--- config.mk ---
export PLATFORM = sky130hd
export DESIGN_NAME = dt_req_injector
export DESIGN_NICKNAME = d
export VERILOG_FILES = /design/src/rtl/dt_pkg.sv /design/src/rtl/dt_sync_fifo.sv /design/src/rtl/dt_req_injector.sv
export SDC_FILE = /design/constraint.sdc
export NUM_CORES = 1
export LEC_CHECK = 0
export BUFFER_PORTS_ARGS = -buffer_cell sky130_fd_sc_hd__buf_2
export CAP_MARGIN = 10
export CORE_ASPECT_RATIO = 1.1
export CORE_UTILIZATION = 25
export CTS_CLUSTER_DIAMETER = 120
export DETAILED_ROUTE_END_ITERATION = 10
export PLACE_DENSITY_LB_ADDON = 0.08
export SLEW_MARGIN = 20
export SYNTH_ARGS = -nofsm -noshare
export SYNTH_HDL_FRONTEND = slang
export SYNTH_HIERARCHICAL = 1
export SYNTH_SLANG_ARGS = --single-unit
--- constraint.sdc ---
create_clock -name clk -period 4.7 [get_ports clk]
set_clock_uncertainty 0.05 [all_clocks]
set_input_delay 0.235 -clock clk [delete_from_list [all_inputs] [get_ports clk]]
set_output_delay 0.235 -clock clk [all_outputs]
set_load 0.02 [all_outputs]
--- src/rtl/dt_pkg.sv ---
// Shared definitions for the DT router and its request injectors.
package dt_pkg;

    typedef struct packed {
        logic        valid;
        logic [2:0]  dest;
        logic [15:0] data;
    } dt_req_t;

    typedef struct packed {
        logic [1:0]  cond;
        logic [15:0] data;
    } dt_out_t;

    localparam int         DT_N_OUT         = 5;
    localparam logic [1:0] DT_COND_OK       = 2'b01;
    localparam logic [1:0] DT_COND_CONFLICT = 2'b10;

    typedef enum logic [1:0] {
        INJ_IDLE,
        INJ_REQ,
        INJ_BACKOFF
    } dt_inj_state_t;

    // A destination is routable only if it names one of the router outputs.
    function automatic logic dt_dest_ok(input logic [2:0] dest);
        return dest < 3'(DT_N_OUT);
    endfunction

endpackage

--- src/rtl/dt_sync_fifo.sv ---
// Single-clock FIFO with a combinational head view; pointers flush on reset,
// storage is left uninitialised.
module dt_sync_fifo #(
    parameter int WIDTH = 19,
    parameter int DEPTH = 4
) (
    input  logic                   clk,
    input  logic                   rst_n,
    input  logic                   push,
    input  logic                   pop,
    input  logic [WIDTH-1:0]       push_data,
    output logic [WIDTH-1:0]       head,
    output logic [$clog2(DEPTH):0] count,
    output logic                   full,
    output logic                   empty
);
    localparam int AW = $clog2(DEPTH);

    logic [WIDTH-1:0] mem_q [DEPTH];
    logic [AW-1:0]    wr_ptr_q;
    logic [AW-1:0]    rd_ptr_q;
    logic [AW:0]      count_q;
    logic             do_push;
    logic             do_pop;

    assign full    = (count_q == (AW+1)'(DEPTH));
    assign empty   = (count_q == '0);
    assign do_push = push & ~full;
    assign do_pop  = pop & ~empty;
    assign head    = mem_q[rd_ptr_q];
    assign count   = count_q;

    always_ff @(posedge clk) begin
        if (do_push) begin
            mem_q[wr_ptr_q] <= push_data;
        end
    end

    // DEPTH is a power of two, so the pointers wrap naturally.
    always_ff @(posedge clk) begin
        if (!rst_n) begin
            wr_ptr_q <= '0;
            rd_ptr_q <= '0;
            count_q  <= '0;
        end else begin
            if (do_push) begin
                wr_ptr_q <= wr_ptr_q + 1'b1;
            end
            if (do_pop) begin
                rd_ptr_q <= rd_ptr_q + 1'b1;
            end
            count_q <= count_q + (AW+1)'(do_push) - (AW+1)'(do_pop);
        end
    end

endmodule

--- src/rtl/dt_req_injector.sv ---
// Buffers local packets and drives one DT router input until acked, retrying or dropping.
// Optional feature macro: DT_INJ_BACKOFF_EN (idle gap after each non-dropping nack).
module dt_req_injector
    import dt_pkg::*;
#(
    parameter int DEPTH       = 4,
    parameter int MAX_RETRY   = 15,
    parameter int BACKOFF_CYC = 2
) (
    input  logic                   clk,
    input  logic                   rst_n,
    input  logic                   push_valid,
    output logic                   push_ready,
    input  logic [2:0]             push_dest,
    input  logic [15:0]            push_data,
    output logic [19:0]            req_out,
    input  logic                   ack_in,
    output logic                   sent,
    output logic                   dropped,
    output logic [$clog2(DEPTH):0] fifo_count
);
    localparam int CW = $clog2(DEPTH) + 1;
    localparam int RW = (MAX_RETRY < 1) ? 1 : $clog2(MAX_RETRY + 1);

    dt_inj_state_t state_q, state_d;
    logic [RW-1:0] retry_q, retry_d;
    logic          sent_q, sent_d;
    logic          dropped_q, dropped_d;
    logic          ready_q;
    logic          push_fire;
    logic          pop;
    logic [18:0]   head;
    logic [CW-1:0] count;
    logic [CW-1:0] count_after;
    logic          full;
    logic          empty;
    logic          head_ok;
    dt_req_t       req;

`ifdef DT_INJ_BACKOFF_EN
    localparam int BO_W = (BACKOFF_CYC < 2) ? 1 : $clog2(BACKOFF_CYC);
    logic [BO_W-1:0] bo_q, bo_d;
`else
    logic [31:0] unused_backoff_cyc;
    assign unused_backoff_cyc = 32'(BACKOFF_CYC);
`endif

    dt_sync_fifo #(
        .WIDTH (19),
        .DEPTH (DEPTH)
    ) u_fifo (
        .clk       (clk),
        .rst_n     (rst_n),
        .push      (push_fire),
        .pop       (pop),
        .push_data ({push_dest, push_data}),
        .head      (head),
        .count     (count),
        .full      (full),
        .empty     (empty)
    );

    // ready_q keeps push_ready low through reset and for the first cycle after it.
    assign push_ready = ready_q & ~full;
    assign push_fire  = push_valid & push_ready;
    assign head_ok    = dt_dest_ok(head[18:16]);

    always_comb begin
        req = '0;
        if (state_q == INJ_REQ && !empty && head_ok) begin
            req.valid = 1'b1;
            req.dest  = head[18:16];
            req.data  = head[15:0];
        end
    end

    assign req_out    = req;
    assign sent       = sent_q;
    assign dropped    = dropped_q;
    assign fifo_count = count;

    always_comb begin
        state_d     = state_q;
        retry_d     = retry_q;
        sent_d      = 1'b0;
        dropped_d   = 1'b0;
        pop         = 1'b0;
        count_after = '0;
`ifdef DT_INJ_BACKOFF_EN
        bo_d        = bo_q;
`endif
        case (state_q)
            INJ_IDLE: begin
            end
            INJ_REQ: begin
                if (empty) begin
                    state_d = INJ_IDLE;
                end else if (!head_ok) begin
                    pop       = 1'b1;
                    dropped_d = 1'b1;
                    retry_d   = '0;
                end else if (ack_in) begin
                    pop     = 1'b1;
                    sent_d  = 1'b1;
                    retry_d = '0;
                end else if (MAX_RETRY != 0 &&
                             ({1'b0, retry_q} + 1'b1) == (RW+1)'(MAX_RETRY)) begin
                    pop       = 1'b1;
                    dropped_d = 1'b1;
                    retry_d   = '0;
                end else begin
                    // With MAX_RETRY=0 the counter is never needed, so it stays at zero.
                    if (MAX_RETRY != 0) begin
                        retry_d = retry_q + 1'b1;
                    end
`ifdef DT_INJ_BACKOFF_EN
                    if (BACKOFF_CYC != 0) begin
                        state_d = INJ_BACKOFF;
                        bo_d    = BO_W'(BACKOFF_CYC - 1);
                    end
`endif
                end
            end
            INJ_BACKOFF: begin
`ifdef DT_INJ_BACKOFF_EN
                if (bo_q == '0) begin
                    state_d = INJ_REQ;
                end else begin
                    bo_d = bo_q - 1'b1;
                end
`else
                state_d = INJ_REQ;
`endif
            end
            default: state_d = INJ_IDLE;
        endcase

        // Occupancy after this edge decides whether the next packet issues back-to-back.
        count_after = count + CW'(push_fire) - CW'(pop);
        if (state_q == INJ_IDLE || pop) begin
            state_d = (count_after != '0) ? INJ_REQ : INJ_IDLE;
        end
    end

    always_ff @(posedge clk) begin
        if (!rst_n) begin
            state_q   <= INJ_IDLE;
            retry_q   <= '0;
            sent_q    <= 1'b0;
            dropped_q <= 1'b0;
            ready_q   <= 1'b0;
        end else begin
            state_q   <= state_d;
            retry_q   <= retry_d;
            sent_q    <= sent_d;
            dropped_q <= dropped_d;
            ready_q   <= 1'b1;
        end
    end

`ifdef DT_INJ_BACKOFF_EN
    always_ff @(posedge clk) begin
        if (!rst_n) begin
            bo_q <= '0;
        end else begin
            bo_q <= bo_d;
        end
    end
`endif

endmodule
==> run_results.csv, run 1 <==
group,metric,value,unit
critical_path,r2r_cells,12,
synthesis,synth-seq-area-share,67.2,%
sta,slew_viol_final,0,
clocking,cts_root_buf,"clkbuf_16",
floorplan,die_y,133,µm
clocking,cts_tree,"done",
final_layout,mostFrequentLayoutCells,"edfxtp_1, buf_2, and3_1",
synthesis,ys_async_sr_fraction,0,%
sta,rsz0062_at_grt,"no",
critical_path,cpPeakStageDelay,580,ps
final_layout,n_antenna_cell,0,
final_layout,final_area,0.00469,mm²
sta,fmax,288,MHz
critical_path,r2r_slack,1230,ps
global_route,grt_start_max_net_pins,25,
synthesis,synth_ff_type,"edfxtp_1",
clocking,clock_latency,340,ps
clocking,cts_sinks,93,
job,drv_cap,0,
critical_path,cp.arrival,3630,ps
critical_path,cp-start-kind,"flip-flop",
pwr,p_leak,1.73,nW
floorplan,core,0.0152,mm²
sta,fin_setup_tns,0,ps
synthesis,yosys_warnings,6,
sta,finalHoldViolations,0,
synthesis,synthCells,232,
synthesis,postSynthAreaPerCell,16.8,µm²
critical_path,crit_buf_inv,1,
clocking,cts_buffers,9,
final_layout,stdcell_count,489,
floorplan,dieWidth,121,µm
final_layout,area_growth,20.1,%
critical_path,crit_required,4860,ps
critical_path,crit_fanout,7,
detailed_routing,drt_first_pass_iters,4,
detailed_routing,wl_per_cell,17.0,µm
global_route,grt_pass1_vias,2269,
sta,setup_viol,0,
detailed_routing,vias_per_cell,4.31,
synthesis,syn_nets,267,
pwr,vdd_ir_drop_max,0.164,mV
sta,fin_crit_sh,73.9,%
global_route,antenna_found_initial,0,
synthesis,synth_edf_count,76,
min_path,min_path_cells,1,
synthesis,syn_area,0.00390,mm²
clocking,cts_htree_levels,3,
critical_path,worst_path_most_repeated_cell,"ha_1",
detailed_routing,drc_errors,0,
place,place_inst,473,
clocking,cts_resized,0,
clocking,cts-hold-fix-buffers,0,
place,hpwl,5.25,mm
critical_path,rr_endpoint,"state_q[0]",
synthesis,ys_ff_latch,93,
critical_path,crit_chain,"mux4_2 -> o21a_1 -> nor2_1 -> a31oi_1 -> ha_1 -> inv_1 -> ha_1 -> fa_1 -> xor2_1 -> xnor2_1 -> o311ai_0 -> o21ai_0",
critical_path,cp_slowest_cell,"mux4_2",
global_route,track_usage,11.4,%
critical_path,path_class,"reg -> reg",
floorplan,start_util,25.7,%
place,place.gp.congestion,0.679,
detailed_routing,drt_iter0_drc,87,
detailed_routing,ant_nets,0,
sta,timing.final.ws_setup,1230,ps
clocking,clkTransAtPathRegs,60,ps
min_path,min_to,"u_fifo/mem_q[3][8]",
sta,fin_crit,3470,ps
floorplan,io_pins,49,
detailed_routing,wirelength,8.30,mm
floorplan,rows,47,
status,status,"completed",
global_route,grt_pass1_wl,13.1,mm
detailed_routing,vias,2107,
critical_path,critPathTopFamily,"adder cells",
pwr,power_density,439,mW/mm²
synthesis,ys_types,40,
place,pre_cts_ws,1170,ps
sta,worstMarginPinSlew,1010,ps
critical_path,cp-end-kind,"flip-flop",
place,placed_area,0.00438,mm²
min_path,hp-class,"in -> reg",
sta,slew_headroom,32.2,%
clocking,cts_buffer_depth,2,
place,io_buffer_count,48,
floorplan,die_area,0.0161,mm²
min_path,hold_start,"push_data[8]",
final_layout,drive_gt1_share,28.7,%
global_route,grt-ovfl-total,0,
final_layout,final_common_cell,"edfxtp_1",
final_layout,nNetsFinal,323,
clocking,post-cts-setup-buffers,0,
## Yosys cell counts (all sizes together) (2+ instances only)
cell type | count | area share [%]
fa | 2 | 1.0
nor2b | 5 | 0.80
and2 | 8 | 1.3
clkbuf | 5 | 0.48
nand2b | 3 | 0.55
mux4 | 19 | 12
and3 | 19 | 3.0
xnor2 | 5 | 1.1
ha | 10 | 3.2
nor2 | 5 | 0.48
nand3 | 3 | 0.38
a21oi | 2 | 0.35
o21ai | 6 | 0.77
nand2 | 14 | 1.3
dfxtp | 17 | 8.7
inv | 11 | 1.1
mux2i | 2 | 0.51
nor3b | 3 | 0.83
nor3 | 2 | 0.38
buf | 5 | 1.2
edfxtp | 76 | 58
## power breakdown
| part | total (mW) | leakage (nW) | switching (mW) | internal (mW) |
|---|---|---|---|---|
| Combinational | 0.315 | 0.759 | 0.189 | 0.126 |
| Sequential | 0.985 | 0.828 | 0.0315 | 0.953 |
| Clock | 0.756 | 0.145 | 0.294 | 0.463 |
## metrics by stage
stage	hold slack (ps)	power, mW	utilization, %
floorplan	213	1.21	-
global placement	400	1.33	28.9
detailed placement	408	1.33	28.9
CTS	48.2	2.09	30.9
global route	52.9	2.16	30.9
finish	61.1	2.06	30.9
## cell type report
type	instances	area (µm²)
fill	1509	10500
sequential	93	2620
multi-input combinational	118	1180
timing repair buffer	55	293
tap	196	245
clock buffer	11	233
clock inverter	5	75.1
inverter	11	41.3
## metal layers
| layer | track usage, % | share of wire (%) | vias up | wire length (µm) |
|---|---|---|---|---|
| met4 | 6.17 | 2.3 | 0 | 194 |
| met2 | 19.4 | 51 | 46 | 4240 |
| li1 | - | - | 998 | - |
| met5 | 0 | 0 | - | 0 |
| met1 | 13.2 | 43 | 1053 | 3540 |
| met3 | 2.46 | 4.0 | 10 | 328 |
## state kept, by name (all words and copies together), names as in the netlist, named ones only
signal,cells
u_fifo/rd_ptr_q,2
retry_q,4
dropped,1
u_fifo/wr_ptr_q,2
ready_q,1
u_fifo/mem_q,76
u_fifo/count,3
state_q,1
sent,1
## worst max path at each step
| stage | startpoint | to | slack (ps) | cells past startpoint |
|---|---|---|---|---|
| 3_3_place_gp | flip-flop | state_q[0] | 1260 | 12 |
| 3_5_place_dp | flip-flop | state_q[0] | 1170 | 12 |
| 4_1_cts | flip-flop | state_q[0] | 1160 | 12 |
| 2_1_floorplan | flip-flop | state_q[0] | 1380 | 14 |
| 5_1_grt | flip-flop | state_q[0] | 960 | 12 |
| 6_report | flip-flop | state_q[0] | 1230 | 12 |
## cell families (layout without fill, tap and decap cells)
| logic type | after synthesis | after routing | synth area share [%] |
|---|---|---|---|
| flops | 93 | 93 | 67.2 |
| buf+inv | 21 | 82 | 2.73 |
| simple gates | 65 | 65 | 9.84 |
| mux | 21 | 21 | 12.3 |
| fa+ha+maj | 12 | 12 | 4.23 |
| xor+xnor | 6 | 6 | 1.35 |
| compound gates | 14 | 14 | 2.31 |
No activity file was read; power rests on OpenSTA's default activity.
==> inputs of run 2 (changes only) <==
==> constraint.sdc (replaced) <==
create_clock -name clk -period 3.4 [get_ports clk]
set_clock_uncertainty 0.05 [all_clocks]
set_input_delay 0.17 -clock clk [delete_from_list [all_inputs] [get_ports clk]]
set_output_delay 0.17 -clock clk [all_outputs]
set_load 0.02 [all_outputs]
==> run 2 against run 1 <==
- hold slack lost 33 ps
- utilization grew 1.4 points
- flip-flop and latch count is the same
- critical endpoint unchanged
- largest power group unchanged
- highest routed layer unchanged
==> run_results.csv, run 2 (synthesis gave the netlist of run 1 again) <==
group,metric,value,unit
status,status,"completed",
global_route,track_usage,11.2,%
place,hpwl,5.17,mm
critical_path,crit_required,3560,ps
place,io_buffer_count,48,
global_route,grt-ovfl-total,0,
final_layout,largest_reg_flops,76,
final_layout,area_growth,25.6,%
sta,fin_crit,3160,ps
critical_path,cpPeakStageDelay,600,ps
floorplan,dieWidth,121,µm
sta,worstMarginPinSlew,431,ps
critical_path,r2r_slack,240,ps
floorplan,rows,47,
final_layout,nNetsFinal,347,
critical_path,cp.arrival,3330,ps
clocking,clkTransAtPathRegs,60,ps
place,pre_cts_ws,-25.3,ps
sta,finalHoldViolations,0,
clocking,cts_sinks,93,
floorplan,core,0.0152,mm²
sta,slew_headroom,71.1,%
detailed_routing,drt_first_pass_iters,4,
clocking,cts_tree,"done",
detailed_routing,wl_per_cell,16.2,µm
sta,setup_viol,0,
critical_path,crit_chain,"mux4_1 -> o21a_1 -> nor2_1 -> a31oi_2 -> ha_1 -> inv_1 -> ha_1 -> fa_1 -> xor2_1 -> xnor2_1 -> o311ai_1 -> o21ai_0",
global_route,antenna_found_initial,0,
critical_path,cp-start-kind,"flip-flop",
sta,slew_viol_final,0,
pwr,vdd_ir_drop_max,0.208,mV
sta,timing.final.ws_setup,237,ps
min_path,hp-class,"in -> reg",
clocking,cts_buffers,9,
critical_path,rr_endpoint,"state_q[0]",
job,drv_cap,0,
detailed_routing,drt_iter0_drc,76,
clocking,cts_buffer_depth,2,
clocking,cts_htree_levels,3,
critical_path,worst_path_most_repeated_cell,"ha_1",
global_route,grt_pass1_wl,12.9,mm
final_layout,drive_gt1_share,30.3,%
global_route,grt_pass1_vias,2306,
floorplan,die_y,133,µm
detailed_routing,wirelength,8.31,mm
detailed_routing,vias,2205,
detailed_routing,vias_per_cell,4.30,
final_layout,mostFrequentLayoutCells,"edfxtp_1, buf_2, and3_1",
detailed_routing,ant_nets,0,
detailed_routing,drc_errors,0,
clocking,post-cts-setup-buffers,0,
pwr,p_leak,1.84,nW
min_path,min_to,"u_fifo/mem_q[2][0]",
critical_path,crit_fanout,6,
global_route,grt_start_max_net_pins,25,
sta,fmax,316,MHz
final_layout,fill_cells,1511,
critical_path,cp_slowest_cell,"mux4_1",
clocking,cts_root_buf,"clkbuf_16",
min_path,hold_start,"push_data[0]",
critical_path,path_class,"reg -> reg",
sta,rsz0062_at_grt,"no",
floorplan,io_pins,49,
sta,fin_crit_sh,93.0,%
clocking,clock_latency,340,ps
floorplan,die_area,0.0161,mm²
floorplan,start_util,25.7,%
pwr,power_density,574,mW/mm²
final_layout,n_antenna_cell,0,
critical_path,r2r_cells,12,
final_layout,final_common_cell,"edfxtp_1",
final_layout,top_register,"u_fifo/mem_q",
critical_path,cp-end-kind,"flip-flop",
sta,fin_setup_tns,0,ps
min_path,min_path_cells,1,
place,place.gp.congestion,0.687,
pwr,power.total,2.81,mW
[run 2: cell count changes in the layout (fill, tap and decap cells not counted), sizes merged]
cell	change
inv	+1
clkinv	+2
dlygate4sd3	+17
bufinv	-1
buf	+7
clkbuf	-2
[run 2: worst max-delay path by stage]
stage / endpoint / depth (start not counted) / start / slack [ps]
global placement: state_q[0] / 12 / flip-flop / 100
floorplan: state_q[0] / 14 / flip-flop / 80
global route: state_q[0] / 12 / flip-flop / 10
CTS: state_q[0] / 12 / flip-flop / 60
detailed placement: state_q[0] / 12 / flip-flop / -30
finish: state_q[0] / 12 / flip-flop / 240
[run 2: metrics by stage]
stage	instances	instance area [µm²]	hold slack (ps)	utilization [%]
final	513	4900	28.2	32.3
after global routing	513	4900	13.2	32.3
after CTS	513	4890	7.87	32.2
after detailed placement	480	4430	345	29.2
after global placement	480	4430	333	29.2
after floorplan	232	3900	148	-
[run 2: layer usage]
| metal | share of wire (%) | wire [µm] | GRT usage, % |
|---|---|---|---|
| met3 | 3.3 | 270 | 2.63 |
| met2 | 51 | 4200 | 18.7 |
| met4 | 1.7 | 143 | 5.97 |
| met5 | 0 | 0 | 0 |
| met1 | 44 | 3700 | 13.3 |
[run 2: critical path: cells and delay by family (launching register included)]
kind / cells / cell delay, ps
AOI/OAI and AO/OA: 4 / 650
xor gates and xnor gates: 2 / 280
adders and majority gates: 3 / 860
buffers and inverters: 1 / 40
DFF: 1 / 390
muxes: 1 / 600
and+or+nand+nor: 1 / 150
[run 2: cell type report]
class | instances | area [µm²] | area share [%]
inverters | 11 | 41.3 | 0.842
clock buffers | 9 | 225 | 4.60
clock inverters | 7 | 65.1 | 1.33
repair buffers | 79 | 515 | 10.5
well taps | 196 | 245 | 5.00
flip-flops and latches | 93 | 2630 | 53.6
multi-input cells | 118 | 1180 | 24.1
[run 2: timing repair]
action / in CTS / in global routing
endpoints found under the setup margin: 1 / 1
gates resized for setup: 1 / 3
hold buffers: 17 / 0
hold endpoints to repair: 68 / 0
[run 2: report_power, final]
| part | switching, mW | internal (mW) | total [mW] |
|---|---|---|---|
| clock network | 0.415 | 0.566 | 0.980 |
| logic | 0.270 | 0.204 | 0.474 |
| registers | 0.0427 | 1.32 | 1.36 |
| total | 0.727 | 2.09 | 2.81 |
==> inputs of run 3 (changes only) <==
--- a/config.mk
+++ b/config.mk
@@ -8,7 +8,8 @@
 export BUFFER_PORTS_ARGS = -buffer_cell sky130_fd_sc_hd__buf_2
 export CAP_MARGIN = 10
 export CORE_ASPECT_RATIO = 1.1
-export CORE_UTILIZATION = 25
+export CORE_MARGIN = 4
+export CORE_UTILIZATION = 57
 export CTS_CLUSTER_DIAMETER = 120
 export DETAILED_ROUTE_END_ITERATION = 10
 export PLACE_DENSITY_LB_ADDON = 0.08
==> run 3 against run 2 <==
- setup slack got worse by 31 ps
- utilization rose by 38 points
- critical path type unchanged
- non-clock buffer count rose by 1
- via count fell by 1.1%
- global-route usage rose by 7.2 points
- sequential share of layout area rose by 2.7 points
- register-to-register slack got worse by 30 ps
- highest routed layer unchanged
- clock power fell by 29%
- maximum frequency fell by 0.96%
- cell count fell by 22%
- combinational power fell by 4.6%
==> run_results.csv, run 3 (synthesis gave the netlist of run 1 again) <==
group,metric,value,unit
critical_path,r2r_slack,210,ps
detailed_routing,wirelength,6.90,mm
final_layout,stdcell_count,400,
detailed_routing,drt_first_pass_iters,4,
detailed_routing,vias,2181,
pwr,vdd_ir_drop_max,0.388,mV
final_layout,n_antenna_cell,0,
global_route,grt_pass1_wl,11.4,mm
floorplan,core,0.00663,mm²
place,place.gp.congestion,0.743,
critical_path,path_class,"reg -> reg",
sta,worstMarginPinSlew,423,ps
min_path,min_to,"ready_q",
floorplan,start_util,58.8,%
critical_path,cp-start-kind,"flip-flop",
detailed_routing,drc_errors,0,
final_layout,drive_gt1_share,29.6,%
clocking,cts_buffer_depth,2,
pwr,power_density,539,mW/mm²
status,status,"completed",
place,io_buffer_count,48,
floorplan,die_y,94.8,µm
final_layout,mostFrequentLayoutCells,"edfxtp_1, buf_2, and3_1, dlygate4sd3_1, dfxtp_1",
clocking,cts_htree_levels,3,
final_layout,area_growth,19.4,%
floorplan,rows,31,
global_route,track_usage,18.5,%
critical_path,crit_fanout,5,
global_route,grt_start_max_net_pins,25,
place,place_inst,365,
detailed_routing,vias_per_cell,5.45,
floorplan,io_pins,49,
clocking,cts_tree,"done",
sta,fin_setup_tns,0,ps
clocking,clock_latency,350,ps
sta,slew_viol_final,0,
final_layout,largest_reg_flops,76,
clocking,cts_sinks,93,
critical_path,r2r_cells,12,
sta,fmax,313,MHz
clocking,cts_buffers,9,
pwr,power.total,2.51,mW
pwr,p_leak,1.79,nW
clocking,post-cts-setup-buffers,0,
critical_path,cp.arrival,3360,ps
sta,rsz0062_at_grt,"no",
floorplan,dieWidth,86.9,µm
final_layout,final_common_cell,"edfxtp_1",
sta,finalHoldViolations,0,
final_layout,post-route-util,70.2,%
floorplan,die_area,0.00824,mm²
final_layout,top_register,"u_fifo/mem_q",
final_layout,nNetsFinal,348,
clocking,clkTransAtPathRegs,100,ps
critical_path,rr_endpoint,"state_q[0]",
sta,fin_crit_sh,93.9,%
sta,slew_headroom,71.7,%
place,hpwl,4.33,mm
global_route,grt_pass1_vias,2295,
detailed_routing,drt_iter0_drc,116,
global_route,grt-ovfl-total,0,
detailed_routing,wl_per_cell,17.2,µm
global_route,antenna_found_initial,0,
job,drv_cap,0,
min_path,min_path_cells,1,
clocking,cts_root_buf,"clkbuf_8",
min_path,hold_start,"rst_n",
detailed_routing,ant_nets,0,
sta,setup_viol,0,
sta,holdWs,57.0,ps
critical_path,crit_required,3570,ps
critical_path,cp-end-kind,"flip-flop",
sta,fin_crit,3190,ps
min_path,hp-class,"in -> reg",
-- run 3: cell count changes in the layout (fill, tap and decap cells not counted), moves of 2 or more --
| cell | change |
|---|---|
| clkbuf_16 | -9 |
| clkbuf_8 | +9 |
| clkinv_2 | -3 |
| dlygate4sd3_1 | +2 |
| inv_6 | +2 |
| inv_8 | +2 |
-- run 3: stage by stage --
stage          setup slack, ps  cell area (µm²)
2_1_floorplan             80.6             3900
3_3_place_gp               240             4280
3_5_place_dp               155             4280
4_1_cts                    118             4660
5_1_grt                   56.3             4660
6_report                   206             4660
-- run 3: timing repair --
| item | CTS | global route |
|---|---|---|
| setup endpoints to repair | 0 | 1 |
| gates resized for setup | 0 | 1 |
| hold buffers | 19 | 0 |
| endpoints found under the hold margin | 76 | 0 |
-- run 3: where the power goes --
| group | internal, mW | leakage (nW) | switching, mW |
|---|---|---|---|
| logic | 0.200 | 0.869 | 0.253 |
| registers | 1.32 | 0.828 | 0.0435 |
| clock network | 0.285 | 0.0947 | 0.413 |
| total | 1.80 | 1.79 | 0.709 |
-- run 3: layout make-up --
class / count / area [µm²]
Clock buffer: 9 / 124
Timing Repair Buffer: 80 / 528
Tap cell: 82 / 103
Sequential cell: 93 / 2620
Clock inverter: 7 / 65.1
Fill cell: 466 / 1970
Inverter: 11 / 41.3
Multi-Input combinational cell: 118 / 1170
-- run 3: routing by layer --
metal | part of all wire, % | global-route usage, % | vias to the layer above
li1 | - | - | 1055
met1 | 45 | 24.8 | 1078
met2 | 50 | 29.4 | 42
met3 | 4.0 | 4.62 | 6
met4 | 0.87 | 6.49 | 0
met5 | 0 | 0 | -
-- run 3: how the worst max path moves through the flow --
stage	startpoint	endpoint	slack (ps)	cells past startpoint
finish	flip-flop	state_q[0]	210	12
global route	flip-flop	state_q[0]	60	12
CTS	flip-flop	state_q[0]	120	12
detailed placement	flip-flop	state_q[0]	150	12
global placement	flip-flop	state_q[0]	240	12
floorplan	flip-flop	state_q[0]	80	14
-- run 3: worst max-delay path: stages, from the launching register on --
cell      delay [ps]
dfxtp_2          410
mux4_2           540
o21a_1           230
nor2_1           130
a31oi_1          140
ha_1             290
inv_1             40
ha_1             180
fa_1             370
xor2_1           160
xnor2_1          130
o311ai_0         280
o21ai_0          130
